==> config.mk <==
export PLATFORM = sky130hd
export DESIGN_NAME = wave_gen_multi
export DESIGN_NICKNAME = d
export VERILOG_FILES = /design/src/rtl/wave_gen_multi.sv
export SDC_FILE = /design/constraint.sdc
export NUM_CORES = 1
export LEC_CHECK = 0
export CAP_MARGIN = 20
export CORE_MARGIN = 10
export CORE_UTILIZATION = 45
export DETAILED_ROUTE_END_ITERATION = 6
export GPL_TIMING_DRIVEN = 0
export PLACE_DENSITY = 0.74
export SLEW_MARGIN = 40
export SYNTH_ARGS = -nofsm -noshare
export SYNTH_HDL_FRONTEND = slang
export SYNTH_HIERARCHICAL = 1
export SYNTH_SLANG_ARGS = --single-unit
==> constraint.sdc <==
create_clock -name clk -period 11 [get_ports clk]
set_input_delay 2.2 -clock clk [delete_from_list [all_inputs] [get_ports clk]]
set_output_delay 2.2 -clock clk [all_outputs]
set_load 0.005 [all_outputs]
==> src/rtl/wave_gen_multi.sv <==
// Multi-channel square-wave generator with per-channel start/stop FSM and shadowed half-period.
// Optional WAVE_GEN_TRISTATE_EN adds wave_oe and floats wave_out of idle channels.

module wave_gen_ch #(
  parameter int CNT_W    = 16,
  parameter int RESET_HP = 5
) (
  input  logic             clk,
  input  logic             rst_n,
  input  logic             en,
  input  logic             we,
  input  logic [CNT_W-1:0] wdata,
  output logic             wave,
  output logic             rise,
  output logic             act,
  output logic             pend,
  output logic [CNT_W-1:0] hp
);
  typedef enum logic [1:0] {IDLE, RUN, STOP} st_t;

  st_t              st;
  logic [CNT_W-1:0] cnt, hp_sh, hp_eff;
  logic             tog, fall;

  // hp==0 behaves as hp==1
  assign hp_eff = (hp == '0) ? CNT_W'(1) : hp;
  assign tog    = (cnt == hp_eff - CNT_W'(1));
  assign fall   = tog && wave;
  assign act    = (st != IDLE);

  always_ff @(posedge clk or negedge rst_n) begin
    if (!rst_n) begin
      st    <= IDLE;
      cnt   <= '0;
      wave  <= 1'b0;
      rise  <= 1'b0;
      pend  <= 1'b0;
      hp    <= CNT_W'(RESET_HP);
      hp_sh <= CNT_W'(RESET_HP);
    end else begin
      rise <= 1'b0;
      case (st)
        IDLE: begin
          cnt  <= '0;
          wave <= 1'b0;
          if (we) begin
            hp_sh <= wdata;
            hp    <= wdata;
            pend  <= 1'b0;
          end
          if (en) begin
            st   <= RUN;
            pend <= 1'b0;
            if (!we) hp <= hp_sh;
          end
        end
        default: begin
          if (st == RUN && !en && !wave) begin
            // low phase: stop at once, never emit a partial high pulse
            st  <= IDLE;
            cnt <= '0;
          end else begin
            cnt  <= tog ? '0 : cnt + CNT_W'(1);
            rise <= tog && !wave;
            if (tog) wave <= ~wave;
            if (fall) begin
              hp   <= hp_sh;
              pend <= 1'b0;
            end
            if (fall && !en) st <= IDLE;
            else             st <= en ? RUN : STOP;
          end
          // a write landing on the applying edge stays pending for the next period
          if (we) begin
            hp_sh <= wdata;
            pend  <= 1'b1;
          end
        end
      endcase
    end
  end
endmodule

module wave_gen_multi #(
  parameter int NUM_CH   = 3,
  parameter int CNT_W    = 16,
  parameter int CH_IDX_W = 2,
  parameter int RESET_HP = 5
) (
  input  logic                clk,
  input  logic                rst_n,
  input  logic [NUM_CH-1:0]   ch_en,
  input  logic                cfg_we,
  input  logic [CH_IDX_W-1:0] cfg_ch,
  input  logic [CNT_W-1:0]    cfg_half_period,
  output logic [CNT_W-1:0]    cfg_rdata,
  output logic [NUM_CH-1:0]   wave_out,
  output logic [NUM_CH-1:0]   rise_stb,
  output logic [NUM_CH-1:0]   active,
`ifdef WAVE_GEN_TRISTATE_EN
  output logic [NUM_CH-1:0]   wave_oe,
`endif
  output logic [NUM_CH-1:0]   pending
);
  logic [NUM_CH-1:0]            wave_r;
  logic [NUM_CH-1:0][CNT_W-1:0] hp_act;

  for (genvar i = 0; i < NUM_CH; i++) begin : g_ch
    wave_gen_ch #(.CNT_W(CNT_W), .RESET_HP(RESET_HP)) u_ch (
      .clk   (clk),
      .rst_n (rst_n),
      .en    (ch_en[i]),
      .we    (cfg_we && (cfg_ch == CH_IDX_W'(i))),
      .wdata (cfg_half_period),
      .wave  (wave_r[i]),
      .rise  (rise_stb[i]),
      .act   (active[i]),
      .pend  (pending[i]),
      .hp    (hp_act[i])
    );
`ifdef WAVE_GEN_TRISTATE_EN
    assign wave_out[i] = active[i] ? wave_r[i] : 1'bz;
`else
    assign wave_out[i] = wave_r[i];
`endif
  end

`ifdef WAVE_GEN_TRISTATE_EN
  assign wave_oe = active;
`endif

  always_comb begin
    cfg_rdata = '0;
    for (int i = 0; i < NUM_CH; i++)
      if (cfg_ch == CH_IDX_W'(i)) cfg_rdata = hp_act[i];
  end
endmodule

==> flow_metrics.env <==
export IMPL_status="complete, but fails checks"
export IMPL_violated_checks="DRC"
export IMPL_final_max_slew_violation_count=0
export IMPL_pin_count=52
export IMPL_internal_power_w=0.001218
export IMPL_timing_max_cap_violations=0
export IMPL_tritoncts="built"
export IMPL_gp_routability_congestion=0.8885
export IMPL_synth_distinct_cells=89
export IMPL_rows=56
export IMPL_asyncSetResetFlopFracSynth=1.000
export IMPL_max_freq_mhz=177.3
export IMPL_grtUsageMet1=0.2488
export IMPL_crit_fanout=10
export IMPL_clkLatencyLatePin_ps=440
export IMPL_ir_drop_mv=0.1071
export IMPL_p_sw_w=0.0006262
export IMPL_maxSlewHeadroom=0.5161
export IMPL_number_of_antenna_violations_at_the_first_check_in_global_routing=0
export IMPL_grt_pass1_wl_mm=49.41
export IMPL_reg2reg_from="g_ch[2].u_ch/hp[12]$_DFFE_PN0P_"
export IMPL_critPathRequiredTime_ps=8800
export IMPL_synthesis_area_per_instance_um2=9.519
export IMPL_cts_repair_timing_setup_buffer_count=0
export IMPL_synth_enable_flop_cells=0
export IMPL_cts_root_buffer_cell="clkbuf_16"
export IMPL_grt_start_max_net_pins=72
export IMPL_postCtsHoldBufs=0
export IMPL_fin_tns_setup_ps=0
export IMPL_cts_root_to_sink_buffers=2
export IMPL_worstHoldPathType="reg -> reg"
export IMPL_r2r_worst_path_cells=15
export IMPL_final_common_cell="dfrtp_1"
export IMPL_cp_arrival_ps=3440
export IMPL_post_dp_hpwl_mm=22.10
export IMPL_post_synth_instance_area_um2=10740
export IMPL_gr_usage_all_layers=0.1982
export IMPL_die_area_um2=30440
export IMPL_gr_total_overflow=0
export IMPL_cts_resized=0
export IMPL_setup_worst_path_class="in -> out"
export IMPL_ys_warn_count=6
export IMPL_timing_critical_path_from_type="primary input"
export IMPL_worstHoldStart="g_ch[2].u_ch/hp_sh[9]$_DFFE_PN0P_"
export IMPL_drc=1
export IMPL_reg2reg_slack_ps=6420
export IMPL_routed_wire_length_per_instance_um=19.97
export IMPL_start_util=0.4575
export IMPL_numCtsBuffers=17
export IMPL_grt_pass1_vias=9198
export IMPL_period_needed_ps=5641
export IMPL_p_seq_frac=0.421
export IMPL_worst_clock_skew_ps=14.16
export IMPL_clk_transition_reported_paths_ps=70
export IMPL_power_leakage_nw=4.616
export IMPL_total_via_count_in_the_routed_design=9263
export IMPL_io_buffer_count=46
export IMPL_antennaDiodeCount=0
export IMPL_die_width_um=174.5
export IMPL_p_comb_frac=0.254
export IMPL_timing_final_setup_violations=0
export IMPL_synth_net_count=1158
export IMPL_fin_crit_sh=0.5129
export IMPL_grt_most_used_layer="met2"
export IMPL_fin_util=0.5222
export IMPL_seq_area_frac_synth=0.3719
export IMPL_met3_resource_use_gr=0.03879
export IMPL_hold_viol_final=0
export IMPL_unrepaired_setup_endpoints_after_global_routing="false"
export IMPL_drt_iter0_markers=833
export IMPL_power_share_clock=0.325
export IMPL_final_layout_size_suffix_gt1_frac=0.1565
export IMPL_postSynthCellCount=1128
export IMPL_hold_path_depth=1
export IMPL_crit_start="cfg_ch[0]"
export IMPL_ant_nets=0
export IMPL_most_frequent_cells_in_the_layout="dfrtp_1, nor2_1, a21oi_1"
export IMPL_power_density_cell_area_nw_per_um2=150.5
export IMPL_yosys_most_used_dff="dfrtp_1"
export IMPL_grt_met2_usage=0.3303
export IMPL_dr_pass1_iters=7
export IMPL_synth_seq_cells=159
export IMPL_drt_vias_per_instance=6.066
export IMPL_drt_total_wl_mm=30.49
export IMPL_cts_htree_levels=4
export IMPL_setup_slack_ps=5359
export IMPL_syn2layout_area_growth_pct=14.15
export IMPL_total_number_of_clock_tree_sinks=159
export IMPL_final_net_count=1225
export IMPL_dp_worst_setup_slack_ps=5349
export IMPL_tightest_slew_ps=723.4
export IMPL_endpoint_kind="output pin"
export IMPL_die_h_um=174.5
export IMPL_design_core_area_um2=23470
export IMPL_power_share_switching=0.3396
flip-flops by register name, summed over array words and instances (netlist names):
signal	flops
g_ch.u_ch/st	6
g_ch.u_ch/rise	3
g_ch.u_ch/wave	3
g_ch.u_ch/cnt	48
g_ch.u_ch/pend	3
g_ch.u_ch/hp	48
g_ch.u_ch/hp_sh	48
layout make-up:
cell class	count	area [um^2]
timing repair buffer	48	520.5
clock buffer	18	439.2
clock inverter	14	147.6
sequential	159	3994
buffer	91	464.2
inverter	18	67.56
multi-input combinational	860	6225
fill	2117	11220
tap	319	399.1
power by group through the flow:
| stage | Combinational, W | Sequential, W | Clock (W) |
|---|---|---|---|
| after floorplan | 0.000338 | 0.000738 | 0 |
| after global placement | 0.000444 | 0.000778 | 0 |
| after detailed placement | 0.000462 | 0.000782 | 0 |
| after CTS | 0.000465 | 0.000772 | 0.000607 |
| after global routing | 0.000513 | 0.000787 | 0.000628 |
| final | 0.000469 | 0.000777 | 0.000599 |
worst paths after layout:
path,to
worst min register to register,g_ch[2].u_ch/hp_sh[9]$_DFFE_PN0P_
worst max register to register,g_ch[2].u_ch/cnt[10]$_DFF_PN0_
max in group asynchronous,g_ch[1].u_ch/hp[6]$_DFFE_PN0P_
min in group asynchronous,g_ch[0].u_ch/cnt[2]$_DFF_PN0_
worst min-delay path,g_ch[2].u_ch/hp_sh[9]$_DFFE_PN0P_
worst max-delay path,cfg_rdata[6]
through the flow:
step                total power (W)  cell area, um^2  instances  hold WS, ps
global placement           0.001222            11600       1493        513.9
CTS                        0.001844            12250       1527        537.9
floorplan                  0.001076            10740       1128        484.5
global route               0.001929            12260       1527        556.5
detailed placement         0.001243            11660       1495        516.1
finish                     0.001844            12260       1527        536.9
per-layer routing:
layer	wire length, um	vias up	part of all wire
li1	-	4327	-
met1	12960	4549	0.43
met2	14800	325	0.49
met3	1865	62	0.061
met4	860	0	0.028
met5	0	-	0
cell usage after synthesis (4+ instances only):
cell	instances	area [um^2]
dfrtp_1	147	3679
nor2_1	84	315.3
a21oi_1	69	345.3
clkbuf_1	62	232.7
mux2_2	62	698.2
nor3b_1	59	442.9
nand2_1	53	198.9
xnor2_1	51	446.7
o21ai_0	50	250.2
a22oi_1	47	352.8
xor2_1	42	367.9
nand3_1	37	185.2
mux2i_1	29	290.3
nand4_1	27	168.9
o211ai_1	19	142.6
and3_1	18	112.6
o21a_1	18	135.1
inv_1	16	60.06
o2bb2ai_1	16	140.1
mux2_4	13	195.2
dfstp_2	12	315.3
nor4_1	12	75.07
nor2_2	11	68.82
nor3_1	11	55.05
buf_2	8	40.04
buf_6	8	90.09
a221oi_1	7	61.31
a31oi_1	7	43.79
or4_1	7	52.55
a211oi_1	6	45.04
ha_1	6	75.07
o31a_1	6	52.55
or3_1	6	37.54
buf_1	5	18.77
nand3b_1	5	37.54
or2_2	4	25.02
worst max-delay path, stage by stage:
cell,delay (ps)
buf_6,140
nor2b_4,110
buf_6,130
buf_8,140
o2bb2ai_1,160
clkdlybuf4s50_1,560
cell families after synthesis:
family,after synthesis,share of synthesized area
simple gates,369,0.1975
mux,104,0.1102
xor+xnor,93,0.07586
buf+inv,109,0.04952
flops,159,0.3719
fa+ha+maj,6,0.006991
compound gates,288,0.1880
Note: power is estimated with default switching activity, not from simulation.
